## src/rtl/lsu_pkg.sv

```systemverilog
// Shared definitions for the load/store unit: FSM state encoding,
// RV32I width codes and the wait-counter width.
package lsu_pkg;

    typedef enum logic [1:0] {
        IDLE = 2'b00,
        WAIT = 2'b01,
        RESP = 2'b10
    } lsu_state_e;

    localparam int CNT_W = 4;

    localparam logic [2:0] F3_B  = 3'b000;
    localparam logic [2:0] F3_H  = 3'b001;
    localparam logic [2:0] F3_W  = 3'b010;
    localparam logic [2:0] F3_BU = 3'b100;
    localparam logic [2:0] F3_HU = 3'b101;

    // Width codes that are not legal for the given direction.
    function automatic logic f3_illegal(input logic we, input logic [2:0] f3);
        case (f3)
            F3_B, F3_H, F3_W: f3_illegal = 1'b0;
            F3_BU, F3_HU:     f3_illegal = we;
            default:          f3_illegal = 1'b1;
        endcase
    endfunction

    // Halfword on an odd byte, or word off a word boundary.
    function automatic logic f3_misaligned(input logic [2:0] f3, input logic [1:0] addr_lo);
        case (f3)
            F3_H, F3_HU: f3_misaligned = addr_lo[0];
            F3_W:        f3_misaligned = (addr_lo != 2'b00);
            default:     f3_misaligned = 1'b0;
        endcase
    endfunction

endpackage

```

## src/rtl/lsu_align.sv

```systemverilog
// Byte-lane handling for the LSU: write strobes, store-data replication
// and load-data extraction with sign/zero extension. Purely combinational.
// Halfwords are placed by addr[1] only and words always use the whole
// aligned word, so misaligned accesses degrade gracefully when not trapped.
module lsu_align
    import lsu_pkg::*;
(
    input  logic [2:0]  funct3,
    input  logic [1:0]  addr_lo,
    input  logic [31:0] wdata,
    input  logic [31:0] rdata,
    output logic [3:0]  strobe,
    output logic [31:0] wdata_rep,
    output logic [31:0] rdata_ext
);

    logic [7:0]  rbyte;
    logic [15:0] rhalf;

    // Select the addressed byte and halfword out of the read word.
    always_comb begin
        case (addr_lo)
            2'b00:   rbyte = rdata[7:0];
            2'b01:   rbyte = rdata[15:8];
            2'b10:   rbyte = rdata[23:16];
            default: rbyte = rdata[31:24];
        endcase
        rhalf = addr_lo[1] ? rdata[31:16] : rdata[15:0];
    end

    // Per-width lane strobes, replicated store data and extended load data.
    always_comb begin
        strobe    = 4'b0000;
        wdata_rep = wdata;
        rdata_ext = 32'h0;
        case (funct3)
            F3_B, F3_BU: begin
                strobe    = 4'b0001 << addr_lo;
                wdata_rep = {4{wdata[7:0]}};
                rdata_ext = (funct3 == F3_B) ? {{24{rbyte[7]}}, rbyte} : {24'h0, rbyte};
            end
            F3_H, F3_HU: begin
                strobe    = addr_lo[1] ? 4'b1100 : 4'b0011;
                wdata_rep = {2{wdata[15:0]}};
                rdata_ext = (funct3 == F3_H) ? {{16{rhalf[15]}}, rhalf} : {16'h0, rhalf};
            end
            F3_W: begin
                strobe    = 4'b1111;
                wdata_rep = wdata;
                rdata_ext = rdata;
            end
            default: begin
                strobe    = 4'b0000;
                wdata_rep = wdata;
                rdata_ext = 32'h0;
            end
        endcase
    end

endmodule

```

## src/rtl/lsu.sv

```systemverilog
// Load/store unit: single-outstanding request FSM between core and data memory.
// Optional feature macro: LSU_MISALIGN_TRAP_EN (misaligned H/HU/W return an
// access fault without touching memory).
//
// state | meaning
// IDLE  | ready for a request, memory address bus held at 0
// WAIT  | memory access in flight; loads count down LATENCY cycles, stores
//       | spend exactly one cycle here (counter 0) driving the write strobes
// RESP  | one-cycle response pulse, then back to IDLE
module lsu
    import lsu_pkg::*;
#(
    parameter int LATENCY = 2
) (
    input  logic        clk,
    input  logic        reset,
    input  logic        req_valid,
    output logic        req_ready,
    input  logic        req_we,
    input  logic [31:0] req_addr,
    input  logic [31:0] req_wdata,
    input  logic [2:0]  req_funct3,
    output logic        resp_valid,
    output logic [31:0] resp_rdata,
    output logic        resp_err,
    output logic [31:0] mem_addr,
    output logic [3:0]  mem_we,
    output logic [31:0] mem_wdata,
    input  logic [31:0] mem_rdata
);

    lsu_state_e       state;
    logic [CNT_W-1:0] cnt;
    logic             we_q;
    logic [31:0]      addr_q;
    logic [31:0]      wdata_q;
    logic [2:0]       f3_q;

    logic             fault;
    logic [3:0]       strobe;
    logic [31:0]      wdata_rep;
    logic [31:0]      rdata_ext;

`ifdef LSU_MISALIGN_TRAP_EN
    assign fault = f3_illegal(req_we, req_funct3) | f3_misaligned(req_funct3, req_addr[1:0]);
`else
    assign fault = f3_illegal(req_we, req_funct3);
`endif

    lsu_align u_align (
        .funct3    (f3_q),
        .addr_lo   (addr_q[1:0]),
        .wdata     (wdata_q),
        .rdata     (mem_rdata),
        .strobe    (strobe),
        .wdata_rep (wdata_rep),
        .rdata_ext (rdata_ext)
    );

    // Only legal stores ever reach WAIT with we_q set, so the strobe is
    // live for exactly that single cycle.
    assign req_ready = (state == IDLE);
    assign mem_addr  = (state != IDLE) ? {addr_q[31:2], 2'b00} : 32'h0;
    assign mem_we    = (state == WAIT && we_q) ? strobe : 4'b0000;
    assign mem_wdata = wdata_rep;

    // Request FSM with registered response outputs.
    always_ff @(posedge clk or posedge reset) begin
        if (reset) begin
            state      <= IDLE;
            cnt        <= '0;
            we_q       <= 1'b0;
            addr_q     <= 32'h0;
            wdata_q    <= 32'h0;
            f3_q       <= 3'b000;
            resp_valid <= 1'b0;
            resp_err   <= 1'b0;
            resp_rdata <= 32'h0;
        end else begin
            case (state)
                IDLE: begin
                    resp_valid <= 1'b0;
                    resp_err   <= 1'b0;
                    resp_rdata <= 32'h0;
                    if (req_valid) begin
                        we_q    <= req_we;
                        addr_q  <= req_addr;
                        wdata_q <= req_wdata;
                        f3_q    <= req_funct3;
                        if (fault) begin
                            state      <= RESP;
                            resp_valid <= 1'b1;
                            resp_err   <= 1'b1;
                        end else begin
                            state <= WAIT;
                            cnt   <= req_we ? '0 : CNT_W'(LATENCY - 1);
                        end
                    end
                end
                WAIT: begin
                    if (cnt == '0) begin
                        state      <= RESP;
                        resp_valid <= 1'b1;
                        resp_rdata <= we_q ? 32'h0 : rdata_ext;
                    end else begin
                        cnt <= cnt - CNT_W'(1);
                    end
                end
                RESP: begin
                    state      <= IDLE;
                    resp_valid <= 1'b0;
                    resp_err   <= 1'b0;
                    resp_rdata <= 32'h0;
                end
                default: state <= IDLE;
            endcase
        end
    end

endmodule

```

## config.mk

```make
export PLATFORM = sky130hd
export DESIGN_NAME = lsu
export DESIGN_NICKNAME = d
export VERILOG_FILES = /design/src/rtl/lsu_pkg.sv /design/src/rtl/lsu_align.sv /design/src/rtl/lsu.sv
export SDC_FILE = /design/constraint.sdc
export NUM_CORES = 1
export LEC_CHECK = 0
export BUFFER_PORTS_ARGS = -buffer_cell sky130_fd_sc_hd__buf_2
export CORE_ASPECT_RATIO = 1.2
export CORE_UTILIZATION = 46
export CTS_BUF_LIST = sky130_fd_sc_hd__clkbuf_8
export DETAILED_ROUTE_END_ITERATION = 6
export PLACE_DENSITY = 0.76
export SETUP_SLACK_MARGIN = 0.02
export SYNTH_ARGS = -nofsm -noshare
export SYNTH_HDL_FRONTEND = slang
export SYNTH_SLANG_ARGS = --single-unit
```

## constraint.sdc

```tcl
create_clock -name clk -period 6.5 [get_ports clk]
set_clock_uncertainty 0.05 [all_clocks]
set_input_delay 1.3 -clock clk [delete_from_list [all_inputs] [get_ports clk]]
set_output_delay 1.3 -clock clk [all_outputs]
set_load 0.02 [all_outputs]
```

==> run_results.csv, run 1 <==
group,metric,value,unit
status,status,"finished, final reports clean",
global_route,grt_pass1_wl,22270,um
cts,cts_sinks,108,
hold_path,min_path_type,"flop to flop",
logic_synthesis,synthesis.area,5451,sq um
cts,post_cts_buffers,0,
logic_synthesis,synth_seq_cells,108,
floorplanning,coreArea,11570,sq um
sta,fmax,265.1,MHz
sta,finalWorstSetupSlack,2727,ps
sta,hold_viol,0,
setup_path,worstSetupStartpointType,"flop",
sta,relSlewSlack,17.66,%
setup_path,slowest_delay,1050,ps
logic_synthesis,netlist_instances,478,
floorplanning,initial_core_util,47.13,%
placement,place_ws,3129,ps
sta,drv_slew,0,
sta,grt_setup_unrepaired,"false",
cts,ctsHoldBuffers,0,
drt,dr_total_vias,4448,
cts,cts_buffers,9,
setup_path,required,5150,ps
cts,clk_latency,370,ps
final_layout,layout_commonest_cell,"buf_2",
drt,wl_per_cell,17.33,um
setup_path,crit_top_cell,"nor2_1",
setup_path,end_kind,"output pin",
power_and_ir_drop,report.power.total,0.003306,W
floorplanning,ios,206,
sta,final-setup-viol-count,0,
global_route,grt_use_total,23.57,%
power_and_ir_drop,leakage,3.301,nW
logic_synthesis,syn-mean-instance-area,11.40,sq um
sta,finalCritPeriodShare,58.04,%
cts,cts.repair.resized,0,
cts,cts_tree,"built",
final_layout,finish.net_count,768,
final_layout,syn2layout_area_growth,22.38,%
placement,gp_congestion,0.8740,
logic_synthesis,synth_edf_count,0,
job,drv_cap,0,
cts,cts_max_path_buffers,2,
drt,drtAntennaViolNets,0,
drt,drt-initial-drc-count,167,
logic_synthesis,yosysWarnings,0,
sta,fin_crit,3773,ps
setup_path,slowest_stage,"dfrtp_1",
global_route,grt_max_degree,60,
floorplanning,die_y,121.3,um
global_route,grt-ovfl-total,0,
drt,drc,0,
setup_path,critical_path_class,"flop to output pin",
power_and_ir_drop,ir_drop,0.2652,mV
global_route,grt_pass1_vias,4641,
final_layout,final_cell_mix,"buf_2, dfrtp_1, mux2_2, nand2_1",
placement,port_buffers,203,
setup_path,critical_path.max_fanout,26,
floorplanning,die-area,12290,sq um
logic_synthesis,ys.flop_type,"dfrtp_1",
cts,cts.clk_slew.worst_paths,100,ps
logic_synthesis,synth-async-reset-ratio,100.0,%
drt,vias_per_cell,5.411,
cts,htree_levels,3,
logic_synthesis,ys_seq_area_share,49.58,%
drt,wl,14250,um
logic_synthesis,ys_types,51,
floorplanning,chipWidth,101.4,um
placement,post-dp-hpwl,10630,um
sta,tightest_slew,1235,ps
floorplanning,rows,43,
setup_path,cp.arrival,2420,ps
drt,dr.pass1.iters,6,
sta,setup-tns-final,0,ps
final_layout,final_layout_size_suffix_gt1_share,49.70,%
final_layout,postLayoutCoreUtil,57.67,%
setup_path,cp_cell_sequence,"nor2b_1 -> nor3_2 -> nor2_1 -> nor2_1 -> buf_2",
power_and_ir_drop,p_per_area,495.5,nW/um^2
global_route,antenna_found_initial,1,
cts,root_buffer,"clkbuf_8",
critical path: cells and delay by family, from the launching register on:
family / cells / cell delay (ps)
flip-flops: 1 / 1050
AND/OR/NAND/NOR: 4 / 820
buffers and inverters: 1 / 170
worst paths after layout:
kind / slack (ps) / startpoint / cells past startpoint / endpoint
setup / recovery: 2730 / f3_q[0] / 5 / mem_we[2]
hold / removal: 430 / resp_rdata[23] / 2 / resp_rdata[23]
setup reg to reg: 3820 / state[0] / 6 / f3_q[1]
hold reg to reg: 430 / resp_rdata[23] / 2 / resp_rdata[23]
max in group asynchronous: 4250 / reset / 3 / resp_rdata[19]
min in group asynchronous: 950 / reset / 2 / addr_q[2]
flip-flops by register name (all words and copies together) (netlist names):
signal	count
wdata_q	32
cnt	4
f3_q	3
addr_q	32
resp_err	1
state	2
we_q	1
resp_rdata	32
resp_valid	1
power breakdown:
part	switching (W)	leakage [nW]	internal, W
Sequential	0.000214	1.35	0.000911
Combinational	0.00104	1.86	0.000763
Clock	0.000230	0.0943	0.000150
cells by family (layout without fill, tap and decap cells):
group	Yosys count	count (layout)	synth area share [%]
muxes	104	104	21.23
AOI/OAI and AO/OA	96	96	11.80
buffers and inverters	49	234	4.751
adders and majority gates	6	6	1.377
and+or+nand+nor	114	114	11.20
other	1	3	0.06879
DFF	108	108	49.58
cell usage after synthesis, types with 8 or more instances:
cell type / n / share of area, %
dfrtp_1: 108 / 50
mux2_2: 93 / 19
nand2_1: 39 / 2.7
nor2b_1: 35 / 4.0
o21ai_0: 35 / 3.2
buf_2: 21 / 1.9
a21oi_1: 19 / 1.7
nor2_1: 17 / 1.2
buf_4: 11 / 1.5
mux2i_1: 11 / 2.0
inv_1: 9 / 0.62
a32oi_1: 8 / 1.3
layer usage:
| metal | track usage (%) | vias up | part of all wire [%] |
|---|---|---|---|
| li1 | - | 2055 | - |
| met1 | 26.93 | 2147 | 39 |
| met2 | 40.22 | 212 | 50 |
| met3 | 5.184 | 34 | 7.4 |
| met4 | 13.68 | 0 | 3.5 |
| met5 | 0 | - | 0 |
area by class of cell:
type | instances | area, sq um
Clock buffer | 10 | 137.6
Tap cell | 157 | 196.4
Clock inverter | 6 | 38.79
Fill cell | 1014 | 4896
Inverter | 10 | 40.04
Multi-Input combinational cell | 322 | 2500
Antenna cell | 1 | 2.502
Sequential cell | 108 | 2703
Timing Repair Buffer | 208 | 1054
stage by stage:
stage | std cells | hold slack (ps) | cell area [sq um]
after global placement | 805 | 407.4 | 6492
after floorplan | 479 | 421.1 | 5455
after global routing | 822 | 466.1 | 6671
after detailed placement | 805 | 416.7 | 6492
final | 822 | 434.5 | 6671
after CTS | 821 | 439.5 | 6669
Power figures use the tool's default switching activity.
==> run 2, diff against run 1 <==
--- a/config.mk
+++ b/config.mk
@@ -5,12 +5,13 @@
 export SDC_FILE = /design/constraint.sdc
 export NUM_CORES = 1
 export LEC_CHECK = 0
+export ABC_AREA = 1
 export BUFFER_PORTS_ARGS = -buffer_cell sky130_fd_sc_hd__buf_2
 export CORE_ASPECT_RATIO = 1.2
 export CORE_UTILIZATION = 46
 export CTS_BUF_LIST = sky130_fd_sc_hd__clkbuf_8
 export DETAILED_ROUTE_END_ITERATION = 6
-export PLACE_DENSITY = 0.76
+export PLACE_DENSITY = 0.77
 export SETUP_SLACK_MARGIN = 0.02
 export SYNTH_ARGS = -nofsm -noshare
 export SYNTH_HDL_FRONTEND = slang
==> constraint.sdc (replaced) <==
create_clock -name clk -period 3.1 [get_ports clk]
set_clock_uncertainty 0.05 [all_clocks]
set_input_delay 0.62 -clock clk [delete_from_list [all_inputs] [get_ports clk]]
set_output_delay 0.62 -clock clk [all_outputs]
set_load 0.02 [all_outputs]
==> run 2 against run 1 <==
- design area increased by 8.4%
- final cell count increased by 48%
- synthesized cell count increased by 83%
- routed wire length increased by 13%
- hold slack got worse by 120 ps
- critical path depth increased by 1
- total power increased by 130%
- combinational power increased by 150%
- sequential power increased by 110%
- largest cell class unchanged
==> run_results.csv, run 2 <==
group,metric,value,unit
floorplanning,chipWidth,106.2,um
final_layout,reg_top3,"addr_q (32), resp_rdata (32), wdata_q (32)",
logic_synthesis,yosysWarnings,0,
setup_path,worstSetupStartpointType,"flop",
cts,cts.repair.resized,0,
sta,relSlewSlack,47.56,%
drt,dr_total_vias,5915,
floorplanning,initial_core_util,47.30,%
cts,cts_sinks,108,
sta,final-setup-viol-count,0,
placement,port_buffers,203,
cts,cts.clk_slew.worst_paths,110,ps
job,drv_cap,0,
status,status,"finished, final reports clean",
placement,gp_congestion,0.9498,
final_layout,layout_commonest_cell,"nand2_1",
sta,finalCritPeriodShare,88.93,%
floorplanning,rows,45,
logic_synthesis,ys_types,24,
final_layout,final_layout_size_suffix_gt1_share,23.38,%
setup_path,slowest_stage,"dfrtp_1",
sta,drv_slew,0,
floorplanning,die-area,13490,sq um
drt,dr.pass1.iters,5,
logic_synthesis,ys_top_cells_by_area,"dfrtp_1, nand2_1, o21ai_0",
drt,drt-initial-drc-count,295,
setup_path,critical_path.max_fanout,11,
setup_path,end_kind,"output pin",
floorplanning,coreArea,12670,sq um
setup_path,slowest_delay,570,ps
sta,fin_crit,2757,ps
global_route,antenna_found_initial,3,
global_route,grt-ovfl-total,0,
setup_path,cp_cell_sequence,"inv_1 -> nand2_1 -> o21ai_0 -> o21ai_0 -> inv_1 -> buf_2",
global_route,grt_pass1_wl,26320,um
cts,cts_buffers,9,
cts,clk_latency,370,ps
cts,htree_levels,3,
sta,fmax,362.7,MHz
sta,tightest_slew,785.0,ps
placement,place_ws,806.9,ps
logic_synthesis,ys.flop_type,"dfrtp_1",
power_and_ir_drop,p_per_area,1064,nW/um^2
floorplanning,ios,206,
cts,post_cts_buffers,0,
final_layout,postLayoutCoreUtil,57.11,%
cts,cts_tree,"built",
floorplanning,die_y,127.0,um
logic_synthesis,ys_seq_area_share,45.10,%
sta,setup-tns-final,0,ps
logic_synthesis,yosysTopAreaCell,"dfrtp_1",
sta,finalWorstSetupSlack,343.1,ps
global_route,grt_use_total,24.89,%
setup_path,cp.arrival,2090,ps
final_layout,n_antenna_cell,0,
cts,ctsHoldBuffers,0,
drt,wl,16160,um
logic_synthesis,synth_seq_cells,108,
logic_synthesis,netlist.area_leader.share,45.10,%
cts,cts_max_path_buffers,2,
drt,vias_per_cell,4.864,
logic_synthesis,netlist_top_cells_count,"nand2_1, inv_1, dfrtp_1",
logic_synthesis,synth_most_common_cell,"nand2_1",
sta,hold_viol,0,
logic_synthesis,netlist_instances,875,
power_and_ir_drop,leakage,4.309,nW
drt,drc,0,
logic_synthesis,synthesis.area,5992,sq um
final_layout,final_cell_mix,"nand2_1, buf_2, inv_1, dfrtp_1, o21ai_0",
logic_synthesis,synth_edf_count,0,
power_and_ir_drop,ir_drop,0.6509,mV
global_route,grt_pass1_vias,5612,
placement,post-dp-hpwl,12070,um
logic_synthesis,synth-async-reset-ratio,100.0,%
sta,hold_slack,316.2,ps
global_route,grt_max_degree,119,
setup_path,required,2430,ps
drt,drtAntennaViolNets,0,
sta,grt_setup_unrepaired,"false",
hold_path,min_path_type,"input port to asynchronous set/reset pin",
logic_synthesis,syn-mean-instance-area,6.848,sq um
setup_path,critical_path_class,"flop to output pin",
final_layout,syn2layout_area_growth,20.74,%
drt,wl_per_cell,13.29,um
final_layout,finish.net_count,1156,
cts,root_buffer,"clkbuf_8",
run 2: cell types whose count changed in the layout (fill, tap and decap cells not counted), moves of 36 or more:
cell,before,now
nand3_1,3,39
inv_1,9,108
nor2_1,17,72
mux2_2,93,0
nand2_1,38,353
o21ai_0,35,95
run 2: where the power goes:
group / internal, W / switching, W / total [W]
clock: 0.000302 / 0.000520 / 0.000823
combinational: 0.00140 / 0.00309 / 0.00448
sequential: 0.00203 / 0.000362 / 0.00239
total: 0.00373 / 0.00397 / 0.00770
run 2: logic make-up (layout without fill, tap and decap cells):
logic type | Yosys count | count (layout) | synth area share (%)
AOI/OAI and AO/OA | 116 | 116 | 10.34
adders and majority gates | 6 | 6 | 1.253
buffers and inverters | 168 | 344 | 11.82
DFF | 108 | 108 | 45.10
other | 1 | 2 | 0.06258
and+or+nand+nor | 476 | 476 | 31.43
run 2: worst paths after layout:
path	slack [ps]	startpoint	depth (start not counted)	to
max	340	f3_q[1]	6	mem_we[0]
min	320	reset	2	resp_rdata[0]
max reg2reg	1000	state[1]	9	resp_rdata[15]
min reg2reg	430	resp_rdata[16]	2	resp_rdata[16]
max in group asynchronous	1930	reset	3	wdata_q[10]
min in group clk	370	req_wdata[19]	3	wdata_q[19]
run 2: per-stage QoR:
stage                     cell area, sq um  power [W]  std cells
final                                 7234   0.007698       1216
after global placement                7052   0.006854       1200
after global routing                  7234   0.008402       1216
after detailed placement              7052   0.006928       1200
after CTS                             7234   0.007768       1216
after floorplan                       6000   0.005644        876
run 2: critical path: cells and delay by family (launching register included):
kind,cells,cell delay (ps)
buffers and inverters,3,340
DFF,1,570
and+or+nand+nor,1,350
AOI/OAI and AO/OA,2,460
run 2: layer usage:
layer	wire, um	GRT usage (%)	vias up
met5	35	0	-
met4	546	10.70	6
met3	1286	6.531	41
met2	7573	41.71	234
met1	6719	30.21	2641
li1	-	-	2993
run 2: final cells by class:
type / count / area, sq um
fillers: 1275 / 5434
clock inverters: 7 / 58.81
multi-input cells: 600 / 2585
inverters: 113 / 427.9
well taps: 164 / 205.2
repair buffers: 215 / 1131
flip-flops and latches: 108 / 2703
clock buffers: 9 / 123.9
==> run 3, diff against run 2 <==
--- a/config.mk
+++ b/config.mk
@@ -8,10 +8,11 @@
 export ABC_AREA = 1
 export BUFFER_PORTS_ARGS = -buffer_cell sky130_fd_sc_hd__buf_2
 export CORE_ASPECT_RATIO = 1.2
-export CORE_UTILIZATION = 46
+export CORE_UTILIZATION = 47
 export CTS_BUF_LIST = sky130_fd_sc_hd__clkbuf_8
+export CTS_CLUSTER_DIAMETER = 80
 export DETAILED_ROUTE_END_ITERATION = 6
-export PLACE_DENSITY = 0.77
+export PLACE_DENSITY = 0.79
 export SETUP_SLACK_MARGIN = 0.02
 export SYNTH_ARGS = -nofsm -noshare
 export SYNTH_HDL_FRONTEND = slang
==> run 3 against run 2 <==
- design area increased by 0.64%
- global-route usage grew 0.79 points
- critical path depth unchanged
- total power is 0.89% higher
- sequential share of layout area is 0.22 points lower
- sequential power about the same
- non-clock buffer count increased by 1
- worst setup slack worse by 150 ps
- register-to-register slack worse by 150 ps
- routed wire length grew 0.72%
- maximum frequency down 5.0%
- sequential cell count is the same
- critical endpoint unchanged
- largest power group unchanged
==> run_results.csv, run 3 (synthesis results as in run 2) <==
group,metric,value,unit
final_layout,fillers,1198,
drt,wl_per_cell,13.41,um
setup_path,critical_path.max_fanout,14,
floorplanning,ios,206,
power_and_ir_drop,ir_drop,0.5240,mV
placement,post-dp-hpwl,12280,um
floorplanning,chipWidth,105.1,um
cts,cts_max_path_buffers,2,
sta,hold_viol,0,
global_route,grt_pass1_vias,5649,
cts,clk_latency,370,ps
final_layout,syn2layout_area_growth,21.51,%
sta,finalCritPeriodShare,93.66,%
sta,tightest_slew,592.8,ps
setup_path,rrSetupSlack,850,ps
global_route,antenna_found_initial,2,
setup_path,startpoint,"f3_q[1]",
cts,cts_buffers,9,
setup_path,r2r_start,"state[0]",
floorplanning,coreArea,12280,sq um
cts,root_buffer,"clkbuf_8",
setup_path,timing.rr.end,"resp_rdata[5]",
drt,wl,16280,um
placement,gp_congestion,0.9318,
global_route,grt_use_total,25.68,%
floorplanning,initial_core_util,48.81,%
status,status,"finished, final reports clean",
cts,htree_levels,3,
setup_path,end_kind,"output pin",
final_layout,stdcell_area,7281,sq um
global_route,grt_max_degree,68,
power_and_ir_drop,report.power.total,0.007766,W
setup_path,ff2ff_path_depth,11,
final_layout,finish.net_count,1157,
job,drv_cap,0,
drt,drc,0,
sta,fin_crit,2903,ps
sta,setup-tns-final,0,ps
hold_path,min_path_type,"input port to asynchronous set/reset pin",
floorplanning,die-area,13210,sq um
final_layout,layout_commonest_cell,"nand2_1",
cts,cts.repair.resized,0,
cts,cts.clk_slew.worst_paths,100,ps
placement,place_area,7081,sq um
final_layout,reg_top3,"addr_q (32), resp_rdata (32), wdata_q (32)",
setup_path,critical_path_class,"flop to output pin",
sta,relSlewSlack,60.42,%
global_route,grt-ovfl-total,0,
final_layout,final_cell_mix,"nand2_1, buf_2, inv_1, dfrtp_1, o21ai_0",
final_layout,final_layout_size_suffix_gt1_share,23.38,%
power_and_ir_drop,leakage,4.342,nW
cts,ctsHoldBuffers,0,
global_route,grt_pass1_wl,26810,um
floorplanning,rows,44,
setup_path,cp.arrival,2230,ps
setup_path,required,2430,ps
cts,cts_sinks,108,
placement,port_buffers,203,
setup_path,worstSetupStartpointType,"flop",
sta,fmax,344.4,MHz
power_and_ir_drop,p_per_area,1067,nW/um^2
sta,grt_setup_unrepaired,"false",
sta,drv_slew,0,
cts,post_cts_buffers,0,
drt,vias_per_cell,4.954,
sta,final-setup-viol-count,0,
drt,drt-initial-drc-count,361,
floorplanning,die_y,125.7,um
cts,cts_tree,"built",
sta,hold_slack,136.1,ps
drt,drtAntennaViolNets,0,
drt,dr_total_vias,6014,
setup_path,crit_path_end,"mem_we[0]",
drt,dr.pass1.iters,5,
## run 3: changes by cell type in the layout (fill, tap and decap cells not counted), sizes merged
| cell | change |
|---|---|
| diode | +1 |
| bufinv | +1 |
| inv | -1 |
| clkinvlp | -3 |
| clkinv | +1 |
| buf | +1 |
| clkbuf | +1 |
## run 3: worst min-delay path by stage
stage	to	slack [ps]
2_1_floorplan	wdata_q[16]	400
3_5_place_dp	resp_rdata[9]	410
4_1_cts	resp_rdata[6]	120
5_1_grt	resp_rdata[1]	130
6_report	resp_rdata[6]	140
3_3_place_gp	resp_rdata[12]	410
## run 3: cell type report
type	count	area, sq um	area share, %
Multi-Input combinational cell	600	2585	35.50
Clock inverter	5	55.05	0.7561
Clock buffer	10	137.6	1.890
Inverter	113	431.7	5.929
Antenna cell	1	2.502	0.03437
Timing Repair Buffer	216	1164	15.98
Tap cell	161	201.4	2.767
Sequential cell	108	2704	37.14
## run 3: per-stage QoR
stage	utilization, %	worst slack (ps)	instances
floorplan	-	993.2	876
global placement	57.67	630.7	1198
detailed placement	57.67	516.4	1198
CTS	59.24	85.68	1213
global route	59.30	70.07	1214
finish	59.30	196.6	1214
## run 3: power by group
group          switching [W]  leakage (nW)  total (W)  internal, W
sequential          0.000336          1.38    0.00237      0.00203
clock               0.000471         0.105   0.000861     0.000389
combinational        0.00312          2.85    0.00454      0.00141
## run 3: metal layers
layer / global-route usage, % / wire length, um
met5: 0 / 11
met4: 11.10 / 587
met3: 7.195 / 1352
met2: 42.77 / 7600
met1: 31.19 / 6725
## run 3: worst max-delay path, cell delays in order (launching register included)
cell	delay, ps
dfrtp_2	560
clkinvlp_4	280
nand2_1	370
o21ai_0	160
o21ai_0	230
inv_1	100
buf_2	170
